### config.mk
export PLATFORM = sky130hd
export DESIGN_NAME = servile_mem_sched
export DESIGN_NICKNAME = d
export VERILOG_FILES = /design/src/rtl/servile_mem_sched.sv
export SDC_FILE = /design/constraint.sdc
export NUM_CORES = 1
export LEC_CHECK = 0
export ABC_AREA = 1
export BUFFER_PORTS_ARGS = -buffer_cell sky130_fd_sc_hd__buf_4
export CORE_AREA = 2 2 148 150
export DETAILED_ROUTE_END_ITERATION = 12
export DIE_AREA = 0 0 150 152
export PLACE_DENSITY = 0.5
export SLEW_MARGIN = 5
export SYNTH_ARGS = -nofsm -noshare
export SYNTH_HDL_FRONTEND = slang
export SYNTH_SLANG_ARGS = --single-unit
### constraint.sdc
create_clock -name i_clk -period 2.44 [get_ports i_clk]
set_clock_uncertainty 0.15 [all_clocks]
set_input_delay 0.122 -clock i_clk [delete_from_list [all_inputs] [get_ports i_clk]]
set_output_delay 0.122 -clock i_clk [all_outputs]
set_load 0.03 [all_outputs]
### src/rtl/servile_mem_sched.sv
// Round-robin Wishbone-classic scheduler sharing one memory port between
// ibus, dbus and a DMA/debug master, with a bus timeout and a gap cycle after each transfer.
module servile_mem_sched #(
  parameter int timeout = 255,
  parameter int tw      = $clog2(timeout + 1)
) (
  input  logic        i_clk,
  input  logic        i_rst,
  input  logic [31:0] i_wb_ibus_adr,
  input  logic        i_wb_ibus_stb,
  output logic [31:0] o_wb_ibus_rdt,
  output logic        o_wb_ibus_ack,
  input  logic [31:0] i_wb_dbus_adr,
  input  logic [31:0] i_wb_dbus_dat,
  input  logic [3:0]  i_wb_dbus_sel,
  input  logic        i_wb_dbus_we,
  input  logic        i_wb_dbus_stb,
  output logic [31:0] o_wb_dbus_rdt,
  output logic        o_wb_dbus_ack,
  input  logic [31:0] i_wb_dma_adr,
  input  logic [31:0] i_wb_dma_dat,
  input  logic [3:0]  i_wb_dma_sel,
  input  logic        i_wb_dma_we,
  input  logic        i_wb_dma_stb,
  output logic [31:0] o_wb_dma_rdt,
  output logic        o_wb_dma_ack,
  output logic [31:0] o_wb_mem_adr,
  output logic [31:0] o_wb_mem_dat,
  output logic [3:0]  o_wb_mem_sel,
  output logic        o_wb_mem_we,
  output logic        o_wb_mem_stb,
  input  logic [31:0] i_wb_mem_rdt,
  input  logic        i_wb_mem_ack,
  output logic        o_err,
  output logic [1:0]  o_owner
);

  localparam int cw = (tw < 1) ? 1 : tw;

  typedef enum logic [1:0] {IDLE = 2'd0, BUSY = 2'd1, GAP = 2'd2} state_t;

  state_t      state_reg, state_next;
  logic [1:0]  owner_reg, owner_next;
  logic [1:0]  rr_reg, rr_next;

  logic [3:0]  req_stb;
  logic [1:0]  cand [3];
  logic [2:0]  hit;
  logic        win_valid;
  logic [1:0]  win;

  logic        own_stb;
  logic [31:0] own_adr;
  logic [31:0] own_dat;
  logic [3:0]  own_sel;
  logic        own_we;

  logic        busy;
  logic        done_ack;
  logic        tmo_hit;
  logic        finish;
  logic        kill;
  logic        ack_any;
  logic [2:0]  ack_vec;
  logic [31:0] rdt_vec [3];

  // Index 3 (no owner) reads as an idle requester.
  assign req_stb = {1'b0, i_wb_dma_stb, i_wb_dbus_stb, i_wb_ibus_stb};

  // cand[gi] is the requester gi places after the round-robin pointer.
  for (genvar gi = 0; gi < 3; gi++) begin : g_cand
    logic [2:0] sum;
    assign sum       = {1'b0, rr_reg} + 3'(gi);
    assign cand[gi]  = (sum >= 3'd3) ? 2'(sum - 3'd3) : sum[1:0];
    assign hit[gi]   = req_stb[cand[gi]];
  end

  assign win_valid = |hit;
  assign win       = hit[0] ? cand[0] : (hit[1] ? cand[1] : cand[2]);

  always_comb begin
    own_stb = 1'b0;
    own_adr = '0;
    own_dat = '0;
    own_sel = '0;
    own_we  = 1'b0;
    case (owner_reg)
      2'd0: begin
        own_stb = i_wb_ibus_stb;
        own_adr = i_wb_ibus_adr;
        own_sel = 4'hf;
      end
      2'd1: begin
        own_stb = i_wb_dbus_stb;
        own_adr = i_wb_dbus_adr;
        own_dat = i_wb_dbus_dat;
        own_sel = i_wb_dbus_sel;
        own_we  = i_wb_dbus_we;
      end
      2'd2: begin
        own_stb = i_wb_dma_stb;
        own_adr = i_wb_dma_adr;
        own_dat = i_wb_dma_dat;
        own_sel = i_wb_dma_sel;
        own_we  = i_wb_dma_we;
      end
      default: ;
    endcase
  end

  assign busy     = (state_reg == BUSY);
  assign done_ack = busy & own_stb & i_wb_mem_ack;
  // A dropped strobe aborts the transfer; a real ack always beats the timeout.
  assign finish   = busy & (~own_stb | i_wb_mem_ack | tmo_hit);

  if (timeout > 0) begin : g_tmo
    logic [cw-1:0] cnt_reg;
    always_ff @(posedge i_clk) begin
      if (i_rst || !busy) cnt_reg <= '0;
      else if (!i_wb_mem_ack) cnt_reg <= cnt_reg + cw'(1);
    end
    assign tmo_hit = busy & own_stb & ~i_wb_mem_ack & (cnt_reg == cw'(timeout));
  end else begin : g_no_tmo
    assign tmo_hit = 1'b0;
  end

  always_ff @(posedge i_clk) begin
    if (i_rst) begin
      state_reg <= IDLE;
      owner_reg <= 2'd3;
      rr_reg    <= 2'd0;
    end else begin
      state_reg <= state_next;
      owner_reg <= owner_next;
      rr_reg    <= rr_next;
    end
  end

  always_comb begin
    state_next = state_reg;
    owner_next = owner_reg;
    rr_next    = rr_reg;
    case (state_reg)
      IDLE: begin
        if (win_valid) begin
          state_next = BUSY;
          owner_next = win;
        end
      end
      BUSY: begin
        if (finish) begin
          state_next = GAP;
          owner_next = 2'd3;
          rr_next    = (owner_reg == 2'd2) ? 2'd0 : owner_reg + 2'd1;
        end
      end
      GAP:     state_next = IDLE;
      default: state_next = IDLE;
    endcase
  end

  always_comb begin
    kill         = ~i_rst & tmo_hit;
    ack_any      = ~i_rst & (done_ack | tmo_hit);
    o_wb_mem_stb = ~i_rst & busy & own_stb & ~tmo_hit;
    o_wb_mem_adr = own_adr;
    o_wb_mem_dat = own_dat;
    o_wb_mem_sel = own_sel;
    o_wb_mem_we  = own_we;
    o_err        = kill;
    o_owner      = i_rst ? 2'd3 : owner_reg;
  end

  // Read data is broadcast; only a timed-out owner sees zeros.
  for (genvar gi = 0; gi < 3; gi++) begin : g_resp
    assign ack_vec[gi] = ack_any & (owner_reg == 2'(gi));
    assign rdt_vec[gi] = (kill && owner_reg == 2'(gi)) ? 32'h0 : i_wb_mem_rdt;
  end

  assign o_wb_ibus_ack = ack_vec[0];
  assign o_wb_dbus_ack = ack_vec[1];
  assign o_wb_dma_ack  = ack_vec[2];
  assign o_wb_ibus_rdt = rdt_vec[0];
  assign o_wb_dbus_rdt = rdt_vec[1];
  assign o_wb_dma_rdt  = rdt_vec[2];

endmodule

[Word level (Yosys, flattened, before mapping)]
Cells that the tools add are included.
Operators by class
  $add $sub $neg: 7
  order comparisons: 6
  equality and inequality tests: 6
  muxes and demuxes: 27
  bitwise logic cells: 20
  reductions and logical operators: 12
Operator list (number)
  32-bit two-way mux: 3
  32-bit one-hot mux with 3 select lines: 1
  32-bit one-hot mux with 2 select lines: 1
  2-bit two-way mux: 11
  1-bit AND: 13
  4-bit one-hot mux with 3 select lines: 1
  2-bit by 3-bit < comparator with 1-bit output (second input constant): 3
  8-bit by 1-bit adder with 8-bit output (second input constant): 1
  8-bit == test (second input constant): 1
  2-bit one-hot mux with 2 select lines: 2
  1-bit binary-select mux with 2-bit select: 3
  3-bit by 2-bit >= comparator with 1-bit output (second input constant): 2
  2-bit subtractor (second input constant): 3
  2-bit by 1-bit == test with 1-bit output (second input constant): 2
  2-bit logical NOT: 2
  1-bit NOT: 4
  2-bit AND reduction: 2
  2-bit by 1-bit adder with 3-bit output (second input constant): 1
  2-bit by 2-bit adder with 3-bit output (second input constant): 1
  1-bit logical AND: 3
  1-bit two-way mux: 3
  1-bit bitwise OR: 3
  1-bit one-hot mux with 3 select lines: 1
  3-bit AND reduction: 1
  10 further kinds: 10
Storage, ports and cells
  flip-flop bits (word level): 14
  input bits: 208
  output and inout port bits: 172
  word-level logic and storage cells: 82

[Logic depth before layout (Yosys ltp)]
  depth in word-level cells: 9
  depth in mapped cells: 12
  mapped depth without buffers: 12

[Least setup slack after synthesis]
OpenSTA, ideal clock, no wires.
  kind: reg-to-output
  start point: register owner_reg[0]
  end point: output o_wb_ibus_rdt[10]
  arrival: 1832 ps
  path slack: 336 ps
  stages on the path, launching flop included: 12
  buffers on the path: 2
  path through: dfxtp_1 inv_1 ha_1 buf_2 nand2_1 nand3_1 nand2_1 nor2_4 nand2_4 nor2_8 buf_6 nor2_1
On the way
  word-level cells in the longest chain between the ends: 8
  elaborated cells between the ends (all ways): 10
  those cells by class: 2 x eq/ne; 2 x mux; 4 x bitwise; 2 x reduce/logical
RTL lines
  from (decl): RTL line 43  | logic [1:0] owner_reg, owner_next;
  from (signal assigned): RTL line 134  | owner_reg <= owner_next;
  2-bit == test, or another cell as far along: RTL line 87  | case (owner_reg)
  1-bit one-hot mux with 3 select lines: RTL line 87
  1-bit AND (3 in a row): RTL line 122  | assign tmo_hit = busy & own_stb & ~i_wb_mem_ack & (cnt_reg == cw'(timeout));
  1-bit AND: RTL line 163  | kill = ~i_rst & tmo_hit;
  1-bit logical AND *: RTL line 177  | assign rdt_vec[gi] = (kill && owner_reg == 2'(gi)) ? 32'h0 : i_wb_mem_rdt;
  32-bit two-way mux *: RTL line 177
  to (decl): RTL line 11  | output logic [31:0] o_wb_ibus_rdt,
Mark *: on every way between the ends. The rest lies on a longest branch, timed or not.

[Worst setup path in the final report]
  start point: register owner_reg[1]
  end point: output o_wb_dma_rdt[12]
On the way
  word-level cells in the longest chain between the ends: 8
  elaborated cells between the ends (all ways): 10
  those cells by class: 2 x eq/ne; 2 x mux; 4 x bitwise; 2 x reduce/logical
RTL lines
  2-bit == test, or another cell as far along: RTL line 87, 177
  1-bit one-hot mux with 3 select lines: RTL line 87
  1-bit AND (3 in a row): RTL line 122
  1-bit AND: RTL line 163
  1-bit logical AND *: RTL line 177
  32-bit two-way mux *: RTL line 177
  to (decl): RTL line 25  | output logic [31:0] o_wb_dma_rdt,
Marked as above.

==> impl_metrics.ini <==
[global_route]
grtUsageTotal_pct = 14.21
grt_max_degree = 71
grt_antenna_before_repair = 0
grt_overflow_total = 0
grt_pass1_vias = 4527
grt_pass1_wl_mm = 25.52

[finish]
stdcell_area_mm2 = 0.006387
largest_reg_flops = 8
layout.nets = 1223
antenna_cells = 0
drive_gt1_share_pct = 42.51
syn_to_final_growth_pct = 112.5

[pwr]
clockPowerShare_pct = 9.9
netSwitchingFraction_pct = 55.05
p_switching_uw = 1663
vdd_ir_drop_max_uv = 218.5
leakagePower_uw = 0.003692
p_int_uw = 1358
power_per_cell_area_mw_per_mm2 = 473.0
pwr-share-seq_pct = 8.9
comb_power_share_pct = 81.2
total_power_uw = 3021

[floorplanning]
core_mm2 = 0.02135
start_util_pct = 14.08
ios = 380
rows = 54
die_h_um = 152
dieArea_mm2 = 0.02280
die_w_um = 150

[placed_design]
postPlaceCellArea_mm2 = 0.006092
place.port_buffers = 379
dpl.hpwl_mm = 14.39
gp_congestion = 0.8393
pre_cts_slack_ns = 0.1697

[synth]
yosysSeqAreaShare_pct = 9.326
synth_ff_type = dfxtp_1
synth_area_leader_cell = nand2_1
postSynthAreaPerCell_um2 = 4.763
synth.distinct_cells = 23
async_flop_share_pct = 0
yosysMostFrequentCell = nand2_1
syn_inst = 631
synth_nets = 850
synth_warnings = 0
netlist.area_leader.share_pct = 30.60
ys_top_cells_by_count = nand2_1 (245), nor2_1 (114), inv_1 (95), nand3_1 (46), a21oi_1 (40)
syn_area_mm2 = 0.003005
synth.ff_latch_count = 14
synth_area_leaders = nand2_1 (31%), nor2_1 (14%), inv_1 (12%)
synth_edf_count = 0

[worst_setup_path]
crit_fanout = 7
cp_num_buf_inv = 3
cp_slowest_cell = dfxtp_2
cpPeakStageDelay_ns = 0.35
required_ns = 2.17
crit_family = simple AND/OR/NAND/NOR gates
path_cells = inv_2 -> ha_2 -> nand2_1 -> nand3_1 -> nand2_2 -> nor2_4 -> nand2_8 -> nor2_8 -> clkbuf_16 -> nor2_1 -> buf_4
cp-start-kind = flop
worst-setup-path-type = reg -> out
crit_path_end_kind = primary output
critPathArrivalTime_ns = 2.07

[clock_network]
clock-root-buffer = clkbuf_16
cts_tree = built
clock_latency_ns = 0.24
cts_made_buffers = 3
cts_max_path_buffers = 2
cts_max_level = 1
clock_sinks = 14
clkTransAtPathRegs_ns = 0.04

[timing]
period_needed_ns = 2.347
slew_viol_final = 0
max_freq_mhz = 426.1
min_period_over_period_pct = 96.18
hold_viol = 0
worst_pin_slew_ns = 0.4603
maxSlewHeadroom_pct = 69.31
fin_ws_ns = 0.09312
setup_viol = 0

[hold_path]
hp-class = in -> reg

[route]
firstDrtPassIters = 4
drtIter0Drc = 197
via_count = 5060
drtAntennaViolNets = 0
viasPerCell = 3.947
post_drt_wl_per_cell_um = 14.33
routed_wl_mm = 18.38
route.detailed.drc = 0

[run]
drv_cap = 0

[outcome]
status = complete, no violations
cell usage in the layout, fill, tap and decap left out, drive strengths merged:
cell         count
a221o            4
a21oi           40
a31oi            1
nand2          247
buf            397
a21boi           1
nor3             4
inv            101
nand3           46
dlygate4sd3      1
ha              11
dfxtp           14
xor2             1
nor2           123
nand3b           1
clkbuf           5
o21ai            5
power by group through the flow:
stage               clock network (uW)  logic [uW]  registers, uW
floorplan                            0        1420            263
global placement                     0        2460            265
detailed placement                   0        2460            267
CTS                                304        2480            263
global route                       311        2670            271
finish                             299        2450            267
routing by layer:
metal	part of all wire, %	up-vias	track usage, %
met2	52	201	27.01
met3	7.6	12	3.033
met5	0	-	0
met1	39	2224	16.46
met4	1.0	0	1.887
li1	-	2623	-
cell families after synthesis:
kind of cell	after synthesis	share of synthesized area (%)
buf+inv	136	19.40
fa+ha+maj	11	4.579
simple gates	418	57.12
flops	14	9.326
xor+xnor	1	0.2915
compound gates	51	9.284
final cells by class:
cell class                      count  area [um^2]
Timing Repair Buffer              400         3098
Multi-Input combinational cell    484         2202
Clock buffer                        3        75.07
Tap cell                          280        350.3
Fill cell                        2475        14960
Inverter                          101        379.1
Sequential cell                    14        282.8
through the flow:
stage,cells,setup TNS (ns),hold slack [ns],util [%]
detailed placement,1262,0,0.2157,28.53
floorplan,631,0,0.04107,-
global route,1282,-0.1024,0.04663,29.92
CTS,1271,0,0.02700,29.26
global placement,1262,0,0.2173,28.53
finish,1282,0,0.02647,29.92
tightest hold or removal path, delay by kind of cell:
family	cells	cell delay, ns
buffers and inverters	1	0.13
and+or+nand+nor	1	0.05
AOI/OAI and AO/OA	1	0.05
final timing paths:
path / start / cells after the start / end / slack [ns]
min: i_wb_mem_ack / 3 / g_tmo.cnt_reg[0] / 0.03
max: owner_reg[1] / 11 / o_wb_dma_rdt[12] / 0.09
max reg2reg: rr_reg[0] / 10 / owner_reg[1] / 0.56
min reg2reg: g_tmo.cnt_reg[0] / 2 / g_tmo.cnt_reg[0] / 0.33
timing repair:
action / in CTS / in global routing
setup buffers: 3 / 7
setup endpoints to repair: 64 / 73
hold buffers: 1 / 0
pin swaps: 4 / 3
cloned: 2 / 4
gates resized for setup: 2 / 6
hold endpoints to repair: 4 / 0
Power figures use the tool's default switching activity.
